$ cat src/rtl/imem_boot_if.sv
// imem_boot_if: program-stream handshake plus instruction-memory write port of the boot loader
interface imem_boot_if #(
  parameter int ADDR_W = 8
) ();
  logic prog_valid;
  logic prog_ready;
  logic [31:0] prog_data;
  logic prog_last;
  logic imem_we;
  logic [ADDR_W-1:0] imem_waddr;
  logic [31:0] imem_wdata;
  modport master (
    output prog_valid, prog_data, prog_last,
    input  prog_ready, imem_we, imem_waddr, imem_wdata
  );
  modport slave (
    input  prog_valid, prog_data, prog_last,
    output prog_ready, imem_we, imem_waddr, imem_wdata
  );
endinterface

$ cat src/rtl/imem_boot_ctrl.sv
// imem_boot_ctrl: streams a program into imem from address 0 and releases core reset after a settle delay.
// IMEM_BOOT_CHECKSUM_EN: the last beat carries a 32-bit wrapping sum of the image instead of an instruction.
module imem_boot_ctrl #(
  parameter int DEPTH = 256,
  parameter int ADDR_W = $clog2(DEPTH),
  parameter int RELEASE_DELAY = 2
) (
  input  logic clk,
  input  logic reset,
  imem_boot_if.slave bus,
  input  logic reload,
  output logic core_reset,
  output logic boot_done,
  output logic boot_err,
  output logic [ADDR_W:0] word_count
);
  localparam int HOLD_W = $clog2(RELEASE_DELAY + 1);
  typedef enum logic [1:0] {LOAD, HOLD, RUN, ERR} state_t;
  state_t state_q, state_d;
  logic [ADDR_W:0] count_q, count_d;
  logic [HOLD_W-1:0] hold_q, hold_d;
  logic core_reset_q, core_reset_d;
  logic boot_done_q, boot_done_d;
  logic boot_err_q, boot_err_d;
  logic fire, full, wr, to_hold, to_err;
  assign bus.prog_ready = (state_q == LOAD) && !reset;
  assign fire = bus.prog_valid && bus.prog_ready;
  assign full = count_q == (ADDR_W + 1)'(DEPTH);
`ifdef IMEM_BOOT_CHECKSUM_EN
  logic [31:0] sum_q, sum_d;
  logic sum_ok;
  assign sum_ok = sum_q == bus.prog_data;
  assign wr = fire && !bus.prog_last && !full;
  assign to_hold = fire && bus.prog_last && sum_ok;
  assign to_err = fire && (bus.prog_last ? !sum_ok : full);
`else
  assign wr = fire && !full;
  assign to_hold = wr && bus.prog_last;
  assign to_err = fire && full;
`endif
  assign bus.imem_we = wr;
  assign bus.imem_waddr = count_q[ADDR_W-1:0];
  assign bus.imem_wdata = bus.prog_data;
  assign core_reset = core_reset_q;
  assign boot_done = boot_done_q;
  assign boot_err = boot_err_q;
  assign word_count = count_q;
  always_comb begin
    state_d = state_q;
    count_d = count_q + {{ADDR_W{1'b0}}, wr};
    hold_d = hold_q;
`ifdef IMEM_BOOT_CHECKSUM_EN
    sum_d = wr ? sum_q + bus.prog_data : sum_q;
`endif
    unique case (state_q)
      LOAD: begin
        state_d = to_err ? ERR : to_hold ? HOLD : LOAD;
        hold_d = to_hold ? HOLD_W'(RELEASE_DELAY) : hold_q;
      end
      HOLD: begin
        hold_d = hold_q - 1'b1;
        state_d = (hold_q == HOLD_W'(1)) ? RUN : HOLD;
      end
      default: if (reload) begin
        state_d = LOAD;
        count_d = '0;
`ifdef IMEM_BOOT_CHECKSUM_EN
        sum_d = '0;
`endif
      end
    endcase
    core_reset_d = state_d != RUN;
    boot_done_d = state_d == RUN;
    boot_err_d = state_d == ERR;
  end
  always_ff @(posedge clk) begin
    if (reset) begin
      state_q <= LOAD;
      count_q <= '0;
      hold_q <= '0;
      core_reset_q <= 1'b1;
      boot_done_q <= 1'b0;
      boot_err_q <= 1'b0;
    end else begin
      state_q <= state_d;
      count_q <= count_d;
      hold_q <= hold_d;
      core_reset_q <= core_reset_d;
      boot_done_q <= boot_done_d;
      boot_err_q <= boot_err_d;
    end
  end
`ifdef IMEM_BOOT_CHECKSUM_EN
  always_ff @(posedge clk) sum_q <= reset ? '0 : sum_d;
`endif
endmodule

$ cat src/flat_wrapper.sv
// flat-port wrapper written by rule: the top's interface ports become plain ports
module imem_boot_ctrl_flat 
#(
  parameter int DEPTH = 256,
  parameter int ADDR_W = $clog2(DEPTH),
  parameter int RELEASE_DELAY = 2
)
  (clk, reset, reload, core_reset, boot_done, boot_err, word_count, bus_prog_valid, bus_prog_data, bus_prog_last, bus_prog_ready, bus_imem_we, bus_imem_waddr, bus_imem_wdata);
  imem_boot_if #(.ADDR_W(ADDR_W)) bus_i ();
  input  logic clk;
  input  logic reset;
  input  logic reload;
  output logic core_reset;
  output logic boot_done;
  output logic boot_err;
  output logic [ADDR_W:0] word_count;
  input wire logic [$bits(bus_i.prog_valid)-1:0] bus_prog_valid;
  input wire logic [$bits(bus_i.prog_data)-1:0] bus_prog_data;
  input wire logic [$bits(bus_i.prog_last)-1:0] bus_prog_last;
  output wire logic [$bits(bus_i.prog_ready)-1:0] bus_prog_ready;
  output wire logic [$bits(bus_i.imem_we)-1:0] bus_imem_we;
  output wire logic [$bits(bus_i.imem_waddr)-1:0] bus_imem_waddr;
  output wire logic [$bits(bus_i.imem_wdata)-1:0] bus_imem_wdata;
  assign bus_i.prog_valid = bus_prog_valid;
  assign bus_i.prog_data = bus_prog_data;
  assign bus_i.prog_last = bus_prog_last;
  assign bus_prog_ready = bus_i.prog_ready;
  assign bus_imem_we = bus_i.imem_we;
  assign bus_imem_waddr = bus_i.imem_waddr;
  assign bus_imem_wdata = bus_i.imem_wdata;
  imem_boot_ctrl #(.DEPTH(DEPTH), .ADDR_W(ADDR_W), .RELEASE_DELAY(RELEASE_DELAY)) u_core (.clk(clk), .reset(reset), .bus(bus_i), .reload(reload), .core_reset(core_reset), .boot_done(boot_done), .boot_err(boot_err), .word_count(word_count));
endmodule
$ cat config.mk
export PLATFORM = sky130hd
export DESIGN_NAME = imem_boot_ctrl_flat
export DESIGN_NICKNAME = d
export VERILOG_FILES = /design/src/rtl/imem_boot_if.sv /design/src/rtl/imem_boot_ctrl.sv /design/src/flat_wrapper.sv
export SDC_FILE = /design/constraint.sdc
export NUM_CORES = 1
export LEC_CHECK = 0
export ABC_AREA = 1
export CORE_ASPECT_RATIO = 1.2
export CORE_MARGIN = 10
export CORE_UTILIZATION = 34
export DETAILED_ROUTE_END_ITERATION = 8
export PLACE_DENSITY = 0.85
export SETUP_SLACK_MARGIN = 0.1
export SLEW_MARGIN = 25
export SYNTH_ARGS = -nofsm -noshare
export SYNTH_HDL_FRONTEND = slang
export SYNTH_SLANG_ARGS = --single-unit
$ cat constraint.sdc
create_clock -name clk -period 2.85 [get_ports clk]
set_input_delay 0.57 -clock clk [delete_from_list [all_inputs] [get_ports clk]]
set_output_delay 0.57 -clock clk [all_outputs]
set_load 0.02 [all_outputs]
Word level (Yosys, flattened, before mapping):

Cells that the tools add are included.

* add/sub/neg operators: 2
* $mul: 0
* div/mod/pow operators: 0
* $lt $le $gt $ge: 0
* equality and inequality tests: 7
* shift-type cells: 0
* multiplexer cells: 9
* bitwise gates (word level): 0
* reductions and logical operators: 11

Operator list (number)
* 2-to-1 mux 9 bit: 2
* adder 9 x 1 -> 9 bit: 1
* == test 9 bit (second input constant): 1
* 2-to-1 mux 2 bit: 4
* case mux 2 bit (2 select lines): 2
* logical AND 1 bit: 5
* == test 2 x 1 -> 1 bit (second input constant): 2
* == test 2 bit (second input constant): 2
* zero test 1 bit: 2
* zero test 2 bit: 1
* inequality test 2 x 1 -> 1 bit (second input constant): 1
* inequality test 2 bit (second input constant): 1
* AND reduction 2 bit: 1
* nonzero test 2 bit: 1
* OR reduction 2 bit: 1
* subtractor 2 x 1 -> 2 bit (second input constant): 1
* 2-to-1 mux 1 bit: 1

* register bits: 16
* bits in latches: 0
* bits in writable memories: 0
* bits in read-only memories: 0
* bits of input ports: 37
* word-level logic and storage cells: 35
* memories: 0

Depth between registers and ports, before layout:

Gate-level depths: netlist of run 1.

* depth after elaboration: 9
* gate-level depth with buffers: 15
* depth with buffers taken out: 15

Worst setup path before layout of run 1:

No wires, ideal clock.

* path type: input to register
* from: input port reset
* to: register u_core.count_q[8], in the netlist u_core.word_count[8]
* data arrival time: 2.069 ns
* setup slack: 0.666 ns
* stages: 14
* cell sequence: inv_1 nand2_1 inv_2 nand2_2 inv_2 nand2_1 inv_1 ha_1 ha_1 nand4_1 nor3_2 nand3_1 nand2_1 nor2_1

* longest elaborated chain between the ends: 7

Ends and longest elaborated chain
* start: declaration: RTL line flat_wrapper.sv:11 `input logic reset;`
* zero test 1 bit *: RTL line imem_boot_ctrl.sv:26 `assign bus.prog_ready = (state_q == LOAD) && !reset;`
* logical AND 1 bit *: RTL line imem_boot_ctrl.sv:26
* net bus_prog_ready: RTL line flat_wrapper.sv:20 `output wire logic [$bits(bus_i.prog_ready)-1:0] bus_prog_ready;`
* logical AND 1 bit *: RTL line imem_boot_ctrl.sv:27 `assign fire = bus.prog_valid && bus.prog_ready;`
* logical AND 1 bit *: RTL line imem_boot_ctrl.sv:37 `assign wr = fire && !full;`
* net bus_imem_we: RTL line flat_wrapper.sv:21 `output wire logic [$bits(bus_i.imem_we)-1:0] bus_imem_we;`
* adder 9 x 1 -> 9 bit *: RTL line imem_boot_ctrl.sv:50 `count_d = count_q + {{ADDR_W{1'b0}}, wr};`
* 2-to-1 mux 9 bit: RTL line imem_boot_ctrl.sv:64 `default: if (reload) begin`
* 2-to-1 mux 9 bit *: RTL line imem_boot_ctrl.sv:55 `unique case (state_q)`
* end signal: assignment: RTL line imem_boot_ctrl.sv:86 `count_q <= count_d;`
* end: declaration: RTL line imem_boot_ctrl.sv:20 `logic [ADDR_W:0] count_q, count_d;`

Mark *: on every way through the listed nets, which the timed path passes. The rest lies on a longest branch.
A chain may end at the register's enable or synchronous reset.

Final worst setup path of run 1:

* from: input port reset
* to: output port bus_prog_ready

* longest elaborated chain between the ends: 2

Ends and longest elaborated chain (RTL line)
* zero test 1 bit: imem_boot_ctrl.sv:26
* logical AND 1 bit: imem_boot_ctrl.sv:26
* end: declaration: flat_wrapper.sv:20

No other way between the ends.

==> results.yml, run 1 <==
floorplan:
  core_um2: 3060
  num_rows: 22
  start_util_pct: 35.3
  die_x_um: 71.4
  ioPinCount: 91
  die_area_um2: 5830
  die_h_um: 81.7
clocking:
  cts_setup_buffers: 0
  clock_sinks: 16
  clockRootBuffer: "clkbuf_4"
  insertion_delay_ns: 0.29
  cts.clk_slew.worst_paths_ns: 0.10
  cts-buffers-inserted: 3
  cts_tree: "done"
  cts_buffer_depth: 2
  cts_max_level: 1
detailed_routing:
  wl_um: 1890
  drc_errors: 0
  wl_per_cell_um: 11.1
  firstDrtPassIters: 4
  vias: 731
  drtIter0Drc: 40
  antenna_left: 0
  vias_per_cell: 4.30
finish:
  syn2layout_area_growth_pct: 4.07
  antenna_cells: 0
  drive_gt1_share_pct: 15.7
  layout.nets: 175
  final-instance-count-excl-fill: 170
power_and_ir_drop:
  p_switching_w: 0.000114
  p_seq_share_pct: 52.1
  power_switching_share_pct: 25.4
  comb_power_share_pct: 13.7
  p_per_area_nw_per_um2: 399
  power_leakage_nw: 0.501
  p_int_w: 0.000334
  max-vdd-ir-drop_mv: 0.255
  p_clk_share_pct: 34.2
global_routing:
  grt_pass1_wl_um: 3220
  grt_max_degree: 10
  grtUsageMet3_pct: 4.70
  grt_overflow: 0
  grtUsageMet1_pct: 6.39
  grt_use_met2_pct: 11.2
  busiest_layer: "met2"
  antenna_found_initial: 0
  grt.total_usage_pct: 6.94
  grt_pass1_vias: 749
critical_path:
  startpoint_type: "input pin"
  worstPathMaxFanout: 4
  end_kind: "output port"
  critPathMaxStageDelay_ns: 0.61
  critPathTopFamily: "buffers and inverters"
  crit_chain: "clkdlybuf4s50_1 > inv_1 > nand2_1 > inv_2 > clkdlybuf4s50_1"
  critPathBufInv: 4
  crit_top_cell: "clkdlybuf4s50_1"
  crit_path_start: "reset"
  critPathSlowestCell: "clkdlybuf4s50_1"
  crit_type: "input pin to output port"
  required_ns: 2.28
  r2r_start: "u_core.word_count[7]"
  cp_data_arrival_time_ns: 1.85
synthesis:
  synth_area_um2: 1080
  synth_top_area_share_pct: 29.7
  synth_most_common_cell: "buf_4"
  synth-edff-count: 0
  ys_async_sr_fraction_pct: 0
  ys_top_cells_by_area: "dfxtp_1 30%, buf_4 28%, inv_1 6.3%"
  syn_avg_cell_area_um2: 7.48
  synth_top_area_cell: "dfxtp_1"
  synth_cell_types: 21
  ys_top_cells_by_count: "40 x buf_4, 18 x inv_1, 16 x dfxtp_1, 15 x nand2_1, 14 x nor2_1"
  synth_nets: 184
  ys_warn_count: 0
  ys_ff_latch: 16
  ys.flop_type: "dfxtp_1"
  ys_seq_area_share_pct: 29.7
  syn-instance-count: 144
sta:
  fin_crit_ns: 2.42
  drv_slew: 0
  hold_violations: 0
  rsz0062_at_grt: "false"
  slew_headroom_pct: 77.3
  max_freq_ghz: 0.412
  finalSetupViolations: 0
  tightest_slew_ns: 0.341
  fin_crit_sh_pct: 85.1
  clock_skew_ns: 0.00322
  fin_tns_setup_ns: 0
place:
  dp_cells: 166
  hpwl_um: 1570
  io_buffers: 26
  gp_congestion: 0.752
worst_hold_path:
  hp-class: "register to register"
  min_from: "u_core.hold_q[0]"
outcome:
  status: "finished clean"
job:
  max_cap_viol_count: 0
## metrics by stage
stage | hold slack (ns) | util [%] | cell area [um^2] | setup slack, ns | power [W]
after floorplan | 0.432 | - | 1080 | 0.666 | 0.000343
after global placement | 0.445 | 35.4 | 1080 | 0.200 | 0.000300
after detailed placement | 0.467 | 35.4 | 1080 | 0.181 | 0.000302
after CTS | 0.480 | 36.6 | 1120 | 0.179 | 0.000458
after global routing | 0.507 | 36.7 | 1120 | 0.337 | 0.000478
final | 0.478 | 36.7 | 1120 | 0.425 | 0.000448
## per-layer routing
metal | vias up | share of wire (%)
met2 | 28 | 48
met4 | 0 | 1.1
li1 | 381 | -
met3 | 4 | 15
met5 | - | 0
met1 | 318 | 36
## power by group through the flow
stage / combinational [W] / clock, W / sequential [W]
floorplan: 0.000103 / 0 / 0.000241
global placement: 0.0000611 / 0 / 0.000239
detailed placement: 0.0000628 / 0 / 0.000239
CTS: 0.0000628 / 0.000162 / 0.000234
global route: 0.0000692 / 0.000175 / 0.000235
finish: 0.0000613 / 0.000153 / 0.000233
## timing repair
action	in CTS	in global routing
resized for setup	0	1
hold buffers	0	0
endpoints found under the setup margin	0	1
## state kept, by name (all words and copies together), names as in the netlist
register	count
u_core.boot_done	1
u_core.boot_err	1
u_core.core_reset	1
u_core.hold_q	2
u_core.state_q	2
u_core.word_count	9
## final cells by class
| cell class | count | area [um^2] |
|---|---|---|
| Clock buffer | 4 | 36.3 |
| Fill cell | 310 | 1930 |
| Inverter | 22 | 82.6 |
| Multi-Input combinational cell | 66 | 374 |
| Sequential cell | 16 | 320 |
| Tap cell | 36 | 45.0 |
| Timing Repair Buffer | 26 | 263 |
## layout by cell type (no fill, tap or decap), types with 2 or more instances in the layout
cell and n:
inv_2 4, o21ai_0 5, nand2_1 15, nand2_2 3
nor3_2 2, nand3_2 2, nor2_2 3, clkbuf_4 3
clkdlybuf4s50_1 25, nor2_1 14, dfxtp_1 16, ha_1 3
a21oi_1 6, nand3_1 6, inv_1 18
## cells by family after synthesis
group,synth area share (%)
adders and majority gates,3.48
DFF,29.7
AOI/OAI and AO/OA,8.13
buffers and inverters,35.5
and+or+nand+nor,22.3
xor gates and xnor gates,0.813
## final timing paths
check | end | slack [ns] | cells past startpoint
setup / recovery | bus_prog_ready | 0.43 | 5
setup reg to reg | u_core.word_count[8] | 0.89 | 13
hold reg to reg | u_core.hold_q[0] | 0.48 | 1
hold / removal | u_core.hold_q[0] | 0.48 | 1
Note: power is estimated with default switching activity, not from simulation.
==> inputs of run 2 (changes only) <==
--- a/config.mk
+++ b/config.mk
@@ -10,9 +10,12 @@
 export CORE_MARGIN = 10
 export CORE_UTILIZATION = 34
 export DETAILED_ROUTE_END_ITERATION = 8
+export GPL_ROUTABILITY_DRIVEN = 0
+export HOLD_SLACK_MARGIN = 0.02
 export PLACE_DENSITY = 0.85
 export SETUP_SLACK_MARGIN = 0.1
 export SLEW_MARGIN = 25
 export SYNTH_ARGS = -nofsm -noshare
 export SYNTH_HDL_FRONTEND = slang
 export SYNTH_SLANG_ARGS = --single-unit
+export TNS_END_PERCENT = 5
==> results of run 2 <==
Final layout, timing and power as in run 1 (identical DEF).
